==> config.mk <==
export PLATFORM = sky130hd
export DESIGN_NAME = param_updown_counter
export DESIGN_NICKNAME = d
export VERILOG_FILES = /design/src/rtl/param_updown_counter.sv
export SDC_FILE = /design/constraint.sdc
export NUM_CORES = 1
export LEC_CHECK = 0
export BUFFER_PORTS_ARGS = -buffer_cell sky130_fd_sc_hd__buf_2
export CORE_MARGIN = 10
export CORE_UTILIZATION = 48
export DETAILED_ROUTE_END_ITERATION = 10
export GPL_ROUTABILITY_DRIVEN = 0
export PLACE_DENSITY = 0.76
export SETUP_SLACK_MARGIN = 0.1
export SYNTH_ARGS = -nofsm -noshare
export SYNTH_HDL_FRONTEND = slang
export SYNTH_SLANG_ARGS = --single-unit
export TNS_END_PERCENT = 5
==> constraint.sdc <==
create_clock -name clk -period 2.2 [get_ports clk]
set_input_delay 0.11 -clock clk [delete_from_list [all_inputs] [get_ports clk]]
set_output_delay 0.11 -clock clk [all_outputs]
set_load 0.02 [all_outputs]
==> src/rtl/param_updown_counter.sv <==
// Parametrised up/down counter: modulus, wrap/saturate, tc/wrap/ovf/match flags.
// Optional enable prescaler compiled in with `define COUNTER_PRESCALER_EN.
module param_updown_counter #(
   parameter int unsigned           WIDTH     = 8,
   parameter logic [WIDTH-1:0]      MAX_COUNT = {WIDTH{1'b1}},
   parameter int unsigned           PRESCALE  = 4
) (
   input  logic             clk,
   input  logic             rst,
   input  logic             en,
   input  logic             load,
   input  logic [WIDTH-1:0] load_val,
   input  logic             up,
   input  logic             sat,
   input  logic             clr_ovf,
   input  logic [WIDTH-1:0] cmp_val,
   output logic [WIDTH-1:0] count,
   output logic             tc,
   output logic             wrap,
   output logic             ovf,
   output logic             match
);

   // Reject configurations outside the supported range at elaboration.
   if (WIDTH < 2 || WIDTH > 32 || MAX_COUNT == '0 || PRESCALE == 0) begin : g_param_check
      $error("param_updown_counter: illegal parameter combination");
   end

   logic             tick;
   logic             step;
   logic             boundary;
   logic [WIDTH-1:0] count_nxt;

`ifdef COUNTER_PRESCALER_EN
   localparam int unsigned PW = (PRESCALE > 1) ? $clog2(PRESCALE) : 1;

   logic [PW-1:0] pre_cnt;

   assign tick = en && (pre_cnt == PW'(PRESCALE - 1));

   // Prescaler phase: restarts on rst/load, frozen while en is low.
   always_ff @(posedge clk) begin
      if (rst || load) begin
         pre_cnt <= '0;
      end else if (en) begin
         pre_cnt <= tick ? '0 : pre_cnt + PW'(1);
      end
   end
`else
   assign tick = en;
`endif

   assign tc       = up ? (count == MAX_COUNT) : (count == '0);
   assign step     = tick && !load;
   assign boundary = step && tc;

   // Next count: priority rst > load > step > hold, never exceeding MAX_COUNT.
   always_comb begin
      count_nxt = count;
      if (rst) begin
         count_nxt = '0;
      end else if (load) begin
         count_nxt = (load_val > MAX_COUNT) ? MAX_COUNT : load_val;
      end else if (step) begin
         if (up) begin
            if (count == MAX_COUNT) count_nxt = sat ? MAX_COUNT : '0;
            else                    count_nxt = count + WIDTH'(1);
         end else begin
            if (count == '0)        count_nxt = sat ? '0 : MAX_COUNT;
            else                    count_nxt = count - WIDTH'(1);
         end
      end
   end

   always_ff @(posedge clk) begin
      if (rst) begin
         count <= '0;
         wrap  <= 1'b0;
         ovf   <= 1'b0;
      end else begin
         count <= count_nxt;
         wrap  <= boundary;
         if (boundary)     ovf <= 1'b1;
         else if (clr_ovf) ovf <= 1'b0;
      end
      // count_nxt is already zero under rst, so match follows cmp_val==0 there.
      match <= (count_nxt == cmp_val);
   end

endmodule

==> results of run 1 <==
[flip-flops by register name, summed over array words and instances (netlist names)]
register and cells:
count 8, match 1, ovf 1, wrap 1
[cell usage after synthesis, drive strengths merged (5+ instances only)]
| master | instances |
|---|---|
| or3 | 6 |
| clkbuf | 9 |
| nor3 | 14 |
| o21ai | 7 |
| nor2 | 14 |
| a21oi | 9 |
| o2111ai | 5 |
| inv | 17 |
| nand3 | 7 |
| o21a | 5 |
| nor2b | 5 |
| nand4 | 6 |
| dfxtp | 11 |
| nand2b | 8 |
| nand2 | 12 |
[cell type report]
| cell class | instances | area, µm² |
|---|---|---|
| clock buffer | 4 | 26.3 |
| fill | 225 | 845 |
| inverter | 17 | 66.3 |
| multi-input combinational | 157 | 1170 |
| sequential | 11 | 229 |
| tap | 31 | 38.8 |
| timing repair buffer | 58 | 354 |
[layer usage]
layer / share of wire, % / up-vias
li1: - / 859
met1: 42 / 844
met2: 46 / 117
met3: 9.5 / 12
met4: 2.1 / 0
met5: 0 / -
[cells by family (layout without fill, tap and decap cells)]
| family | Yosys count | in the layout |
|---|---|---|
| buffers and inverters | 29 | 79 |
| AO/OA/AOI/OAI | 61 | 61 |
| multiplexers | 2 | 2 |
| XOR/XNOR | 1 | 1 |
| adder cells (fa/ha/maj) | 3 | 3 |
| AND/OR/NAND/NOR | 90 | 90 |
| flip-flops | 11 | 11 |
[critical path: cells and delay by family (launching register included)]
| family | cells | cell delay, ns |
|---|---|---|
| simple gates | 4 | 0.85 |
| compound gates | 2 | 0.48 |
| buf+inv | 2 | 0.42 |
| flops | 1 | 0.35 |
[metrics by stage]
step	setup slack [ns]	hold slack, ns	instances
after floorplan	-0.0123	0.286	197
after global placement	0.0418	0.416	273
after detailed placement	-0.0528	0.414	273
after CTS	0.0319	0.131	277
after global routing	-0.0938	0.147	278
final	-0.00684	0.128	278
[worst paths after layout]
check                              to  slack [ns]  cells past startpoint
setup / recovery        match$_DFF_P_      -0.007                      8
hold / removal    count[1]$_SDFF_PP0_        0.13                      2
setup reg to reg        match$_DFF_P_      -0.007                      8
hold reg to reg      ovf$_SDFFE_PP0P_        0.45                      1
[power by group]
group	switching (mW)	total, mW	internal [mW]
Combinational	0.224	0.394	0.170
Sequential	0.0157	0.227	0.211
Clock	0.0759	0.146	0.0702
Total	0.316	0.767	0.451
[timing repair]
item,in CTS,in global routing
gates cloned,0,0
hold buffers,0,0
gates resized for setup,6,24
setup buffers,0,1
setup endpoints to repair,1,1
pin swaps,1,8
==> flow_metrics.tcl, run 1 <==
set metrics [dict create \
    min_period_ns 2.21 \
    skew_ns 0.00330 \
    synth_xor_area_share_pct 0.638 \
    hold_violations 0 \
    status "finished with violations" \
    final_cell_mix "34 x buf_2, 23 x buf_4, 15 x inv_1" \
    grtUsageMet2_pct 27.3 \
    r2r_start "count[4]$_SDFF_PP0_" \
    synth.area.mux_share_pct 1.46 \
    slowest_stage "dfxtp_2" \
    fmax_ghz 0.453 \
    ant_nets 0 \
    grt-ovfl-total 0 \
    drv_slew 0 \
    cts_root_buffer "clkbuf_4" \
    antenna_found_initial 0 \
    path_class "flip-flop to flip-flop" \
    grt_pass1_wl_mm 7.98 \
    finalCritPeriodShare_pct 100 \
    yosys-top-cells-area "dfxtp_1 16%, nor3_1 4.7%, inv_1 4.6%" \
    cp_max_fo 10 \
    slowest_delay_ns 0.35 \
    use_met3_pct 3.50 \
    grt_max_degree 18 \
    async_flop_share_pct 0 \
    io_buffer_count 34 \
    first_iter_violations 261 \
    setup_violations 1 \
    cts_tree "done" \
    die_height_um 73.5 \
    start_kind "flip-flop" \
    start_util_pct 50.2 \
    syn-cell-area_mm2 0.00137 \
    place_hpwl_mm 3.93 \
    cts.sinks 11 \
    nets 274 \
    drc 0 \
    busiest_layer "met2" \
    synthDistinctLibCells 50 \
    fin_ws_ns -0.00684 \
    syn_nets 223 \
    crit_arrival_ns 2.39 \
    relSlewSlack_pct 68.5 \
    placed_area_mm2 0.00172 \
    synth_top_area_share_pct 16.0 \
    ys_seq_area_share_pct 16.0 \
    fin_area_mm2 0.00189 \
    grtUsageMet1_pct 23.9 \
    core_mm2 0.00273 \
    chipWidth_um 73.5 \
    worstSetupEndpointType "flip-flop" \
    grtUsageTotal_pct 17.9 \
    ys_warn_count 0 \
    yosys.area_share.adder_pct 2.73 \
    hold_start "rst" \
    hp-class "input pin to flip-flop" \
    drive_gt1_share_pct 37.2 \
    cp_data_required_time_ns 2.38 \
    violations "setup timing" \
    synth_compound_area_share_pct 33.6 \
    powerDensity_mw_per_mm2 406 \
    ios 35 \
    cts_inserted_buffers 3 \
    fp-row-count 19 \
    rsz0062_at_grt "true" \
    vias_per_cell 6.59 \
    routed_wl_mm 5.18 \
    p_leak_nw 0.813 \
    synthSimpleGateAreaFrac_pct 36.8 \
    synthCells 197 \
    dr_total_vias 1832 \
    layout_commonest_cell "buf_2" \
    wl_per_cell_um 18.6 \
    synth_largest_area_cell "dfxtp_1" \
    grt_pass1_vias 1675 \
    fin_util_pct 69.1 \
    clk_pin_slew_ns 0.08 \
    synth_top_family_by_area "simple AND/OR/NAND/NOR gates" \
    synth-edff-count 0 \
    first_pass_iters 5 \
    htree_levels 1 \
    cts_buffer_depth 2 \
    ys.flop_type "dfxtp_1" \
    synth_area_per_cell_um2 6.97 \
    ys_seq_elements 11 \
    power_uw 767 \
    area_growth_pct 37.6 \
    max_cap_violations 0 \
    cp-startpoint "count[4]$_SDFF_PP0_" \
    worst_pin_slew_ns 0.466 \
    crit_path_cell_trace "buf_4 > nand4_1 > buf_4 > o21ai_0 > nor4b_1 > nor4_2 > o2111ai_1 > nor4_2" \
    clock_latency_ns 0.27 \
    antenna_cells 0 \
    tns_ns -0.00684 \
    dieArea_mm2 0.00540 \
    vdd_ir_drop_max_mv 0.413 \
]
No activity file was read; power rests on OpenSTA's default activity.
==> run 2, diff against run 1 <==
- ABC_AREA: default -> 0
- REMOVE_ABC_BUFFERS: default -> 1
==> run 2 against run 1 <==
- the run still ends with setup timing left
- register-to-register slack worse by 0.08 ns
- combinational power up 17%
- critical path depth unchanged
- utilization up 7.3 points
- first-iteration DRC count down 11%
- final cell count up 6.1%
- power up 8.8%
- via count up 6.7%
- clock skew up 0.0012 ns
- fmax down 3.5%
- final area up 11%
- global-route usage up 1.7 points
==> flow_metrics.tcl, run 2 (synthesis results as in run 1) <==
set metrics [dict create \
    status "finished with violations" \
    violations "setup timing" \
    ant_nets 0 \
    antenna_cells 0 \
    wl_per_cell_um 20.4 \
    dieArea_mm2 0.00540 \
    start_util_pct 50.2 \
    top_register "count" \
    holdBufCountCts 0 \
    drive_gt1_share_pct 44.3 \
    hold_violations 0 \
    cts_buffer_depth 2 \
    r2r_slack_ns -0.09 \
    fin_ws_ns -0.0879 \
    skew_ns 0.00450 \
    cp-startpoint "count[2]$_SDFF_PP0_" \
    area_growth_pct 52.2 \
    stdcell_count 295 \
    fp-row-count 19 \
    reg2reg_depth 8 \
    slowest_stage "or3_4" \
    cts_root_buffer "clkbuf_4" \
    finalCritPeriodShare_pct 104 \
    vias_per_cell 6.63 \
    setup_violations 1 \
    rsz0062_at_grt "true" \
    cts_tree "done" \
    place_hpwl_mm 3.90 \
    clk_pin_slew_ns 0.07 \
    slowest_delay_ns 0.44 \
    r2r_start "count[2]$_SDFF_PP0_" \
    layout_commonest_cell "buf_4" \
    cts_inserted_buffers 3 \
    crit_path_cell_trace "or3_4 > buf_4 > nor3_1 > o21a_1 > or3_4 > mux2i_2 > nand4_1 > nor4_2" \
    final_cell_mix "39 x buf_4, 34 x buf_2, 15 x inv_1" \
    clock_latency_ns 0.28 \
    min_period_ns 2.29 \
    routed_wl_mm 6.00 \
    drc 0 \
    largest_reg_flops 8 \
    cp_data_required_time_ns 2.39 \
    cp-endpoint "match$_DFF_P_" \
    hp-class "input pin to flip-flop" \
    core_mm2 0.00273 \
    fmax_ghz 0.437 \
    dr_total_vias 1955 \
    vdd_ir_drop_max_mv 0.340 \
    r2r-end "match$_DFF_P_" \
    grt_max_degree 15 \
    die_height_um 73.5 \
    path_class "flip-flop to flip-flop" \
    power_uw 834 \
    first_pass_iters 6 \
    grtUsageTotal_pct 19.7 \
    whs_ns 0.128 \
    nets 291 \
    dp_cells 273 \
    ios 35 \
    cp_max_fo 4 \
    max_cap_violations 0 \
    drv_slew 0 \
    powerDensity_mw_per_mm2 399 \
    relSlewSlack_pct 66.6 \
    cts.sinks 11 \
    start_kind "flip-flop" \
    grt-ovfl-total 0 \
    p_leak_nw 0.907 \
    io_buffer_count 34 \
    worst_pin_slew_ns 0.495 \
    chipWidth_um 73.5 \
    antenna_found_initial 0 \
    htree_levels 1 \
    first_iter_violations 233 \
    crit_arrival_ns 2.48 \
    grt_pass1_vias 1789 \
    crit_top_cell "or3_4" \
    grt_pass1_wl_mm 8.65 \
    worstSetupEndpointType "flip-flop" \
]
[run 2: changes by cell type in the layout (fill, tap and decap cells not counted), moves of 2 or more]
| cell | delta |
|---|---|
| a211oi_2 | +2 |
| buf_4 | +16 |
| nor3_4 | +3 |
| a211oi_1 | -2 |
| nor3_2 | -4 |
[run 2: final cells by class]
type | count | area, µm²
clock buffer | 4 | 26.3
fill | 208 | 644
inverter | 17 | 68.8
multi-input combinational | 157 | 1240
sequential | 11 | 229
tap | 31 | 38.8
timing repair buffer | 75 | 485
[run 2: what timing repair did]
action	CTS	global route
setup buffers	9	9
setup endpoints to repair	1	2
resized for setup	21	29
pin swaps	6	11
[run 2: metrics by stage]
step	setup TNS [ns]	setup slack, ns	utilization, %	area (µm²)
final	-0.0879	-0.0879	76.4	2090
after CTS	0	0.0471	68.6	1880
after global placement	-0.000923	-0.000923	62.2	1700
after global routing	-0.179	-0.179	76.4	2090
after floorplan	-0.158	-0.158	-	1320
after detailed placement	-0.0363	-0.0363	62.2	1700
[run 2: where the power goes]
group	switching [mW]	total [mW]	internal [mW]
Clock	0.0758	0.146	0.0705
Combinational	0.254	0.461	0.207
Sequential	0.0165	0.227	0.211
[run 2: worst min path at each step]
| stage | from | to | cells past startpoint |
|---|---|---|---|
| 6_report | load_val[6] | count[6]$_SDFF_PP0_ | 3 |
| 5_1_grt | clr_ovf | ovf$_SDFFE_PP0P_ | 3 |
| 4_1_cts | load_val[6] | count[6]$_SDFF_PP0_ | 3 |
| 3_5_place_dp | load_val[6] | count[6]$_SDFF_PP0_ | 3 |
| 3_3_place_gp | clr_ovf | ovf$_SDFFE_PP0P_ | 3 |
| 2_1_floorplan | rst | count[3]$_SDFF_PP0_ | 1 |
[run 2: layer usage]
metal / global-route usage (%) / vias up / part of all wire, %
li1: - / 890 / -
met1: 24.6 / 896 / 40
met2: 31.5 / 144 / 47
met3: 3.90 / 25 / 9.0
met4: 8.70 / 0 / 3.4
met5: 0 / - / 0
[run 2: critical path: cells and delay by family (launching register included)]
family / cells / cell delay, ns
multiplexers: 1 / 0.23
AND/OR/NAND/NOR: 5 / 1.30
buffers and inverters: 1 / 0.17
AO/OA/AOI/OAI: 1 / 0.19
flip-flops: 1 / 0.31
==> run 3, diff against run 2 <==
- CAP_MARGIN: default -> 40
- REMOVE_ABC_BUFFERS: 1 -> default
- SETUP_SLACK_MARGIN: 0.1 -> default
==> run 3 against run 2 <==
- the flow now finishes without violations
- non-clock buffer count shrank 18
- final area is 14% lower
- clock power barely moved
- die area is the same
- via count fell by 8.3%
- fmax increased by 4.0%
- sequential share of layout area grew 1.6 points
- highest routed layer unchanged
==> flow_metrics.tcl, run 3 (synthesis results as in run 1) <==
set metrics [dict create \
    status "complete, no violations" \
    start_kind "flip-flop" \
    hold_violations 0 \
    r2r_slack_ns 0.0009 \
    whs_ns 0.139 \
    area_growth_pct 30.3 \
    fill_cells 246 \
    dr_total_vias 1793 \
    vias_per_cell 6.47 \
    routed_wl_mm 4.91 \
    relSlewSlack_pct 68.4 \
    fmax_ghz 0.455 \
    power_uw 734 \
    chipWidth_um 73.5 \
    finalCritPeriodShare_pct 100 \
    nets 273 \
    ant_nets 0 \
    vdd_ir_drop_max_mv 0.392 \
    hold_start "clr_ovf" \
    grt_max_degree 18 \
    min_to "ovf$_SDFFE_PP0P_" \
    r2r-end "match$_DFF_P_" \
    clk_pin_slew_ns 0.08 \
    r2r_start "count[0]$_SDFF_PP0_" \
    max_cap_violations 0 \
    grt_pass1_vias 1672 \
    powerDensity_mw_per_mm2 410 \
    layout_commonest_cell "buf_2" \
    wl_met2_mm 2.21 \
    cts_tree "done" \
    io_buffer_count 34 \
    grt_pass1_wl_mm 7.98 \
    cts.sinks 11 \
    drive_gt1_share_pct 32.5 \
    antenna_found_initial 0 \
    grt-ovfl-total 0 \
    wl_per_cell_um 17.7 \
    path_class "flip-flop to flip-flop" \
    tns_ns 0 \
    hold_path_depth 3 \
    cts_root_buffer "clkbuf_4" \
    worstSetupEndpointType "flip-flop" \
    first_iter_violations 210 \
    routed.top_layer "met4" \
    core_mm2 0.00273 \
    holdBufCountCts 0 \
    crit_arrival_ns 2.38 \
    top_register "count" \
    min_period_ns 2.20 \
    reg2reg_depth 9 \
    drv_slew 0 \
    dieArea_mm2 0.00540 \
    skew_ns 0.00870 \
    setup_violations 0 \
    grtUsageTotal_pct 17.9 \
    first_pass_iters 5 \
    drc 0 \
    cp_data_required_time_ns 2.38 \
    cp_max_fo 5 \
    wl_met3_um 460 \
    fp-row-count 19 \
    largest_reg_flops 8 \
    ios 35 \
    die_height_um 73.5 \
    final_cell_mix "34 x buf_2, 23 x buf_4, 15 x inv_1" \
    rsz0062_at_grt "true" \
    cts_buffer_depth 2 \
    htree_levels 1 \
    p_leak_nw 0.793 \
    place_hpwl_mm 3.93 \
    cts_inserted_buffers 3 \
    antenna_cells 0 \
    hp-class "input pin to flip-flop" \
    worst_pin_slew_ns 0.469 \
    clock_latency_ns 0.27 \
    cts_setup_buffers 0 \
    wl_met1_mm 2.12 \
    start_util_pct 50.2 \
]
-- run 3: cell types whose count changed in the layout (fill, tap and decap cells not counted), sizes merged --
| cell | previous run | this run |
|---|---|---|
| buf | 75 | 57 |
-- run 3: per-layer routing --
metal | global-route usage [%] | up-vias
met5 | 0 | -
met2 | 27.1 | 119
met1 | 24.0 | 803
met3 | 3.50 | 18
met4 | 7.25 | 0
li1 | - | 853
-- run 3: metrics by stage --
step                      instance area (µm²)  cells  utilization (%)  setup WS [ns]
after floorplan                          1400    197                -        -0.0123
after global placement                   1720    273             62.9         0.0418
after detailed placement                 1720    273             62.9        -0.0528
after CTS                                1770    277             64.7        0.00364
after global routing                     1790    277             65.4        -0.0897
final                                    1790    277             65.4       0.000929
-- run 3: worst max-delay path by stage --
| stage | from | endpoint | slack, ns | cells past startpoint |
|---|---|---|---|---|
| 4_1_cts | count[1]$_SDFF_PP0_ | match$_DFF_P_ | 0.004 | 9 |
| 2_1_floorplan | count[4]$_SDFF_PP0_ | match$_DFF_P_ | -0.01 | 9 |
| 3_3_place_gp | count[0]$_SDFF_PP0_ | match$_DFF_P_ | 0.04 | 9 |
| 6_report | count[0]$_SDFF_PP0_ | match$_DFF_P_ | 0.0009 | 9 |
| 3_5_place_dp | count[0]$_SDFF_PP0_ | match$_DFF_P_ | -0.05 | 9 |
| 5_1_grt | count[0]$_SDFF_PP0_ | match$_DFF_P_ | -0.09 | 9 |
-- run 3: final cells by class --
class	count	area, µm²	share of cell area (%)
clock buffer	4	26.3	1.47
tap	31	38.8	2.17
multi-input combinational	157	1090	61.1
sequential	11	224	12.5
timing repair buffer	57	343	19.2
inverter	17	63.8	3.57
-- run 3: power by group --
group          switching (mW)  leakage (nW)  internal (mW)
Combinational           0.210         0.686          0.154
Clock                  0.0751        0.0150         0.0702
Sequential             0.0131        0.0915          0.212
-- run 3: repair_timing --
item,CTS,global route
endpoints found under the hold margin,0,0
gates resized for setup,5,6
endpoints found under the setup margin,1,1
pin swaps,1,3
-- run 3: worst max-delay path, cell delays in order (launching register included) --
cell and delay (ns):
dfxtp_2 0.36, inv_2 0.08, ha_4 0.14, nand2b_4 0.09
o41a_4 0.47, a32oi_1 0.20, a21o_2 0.18, o2111ai_1 0.11
and3_1 0.20, nor4_2 0.27
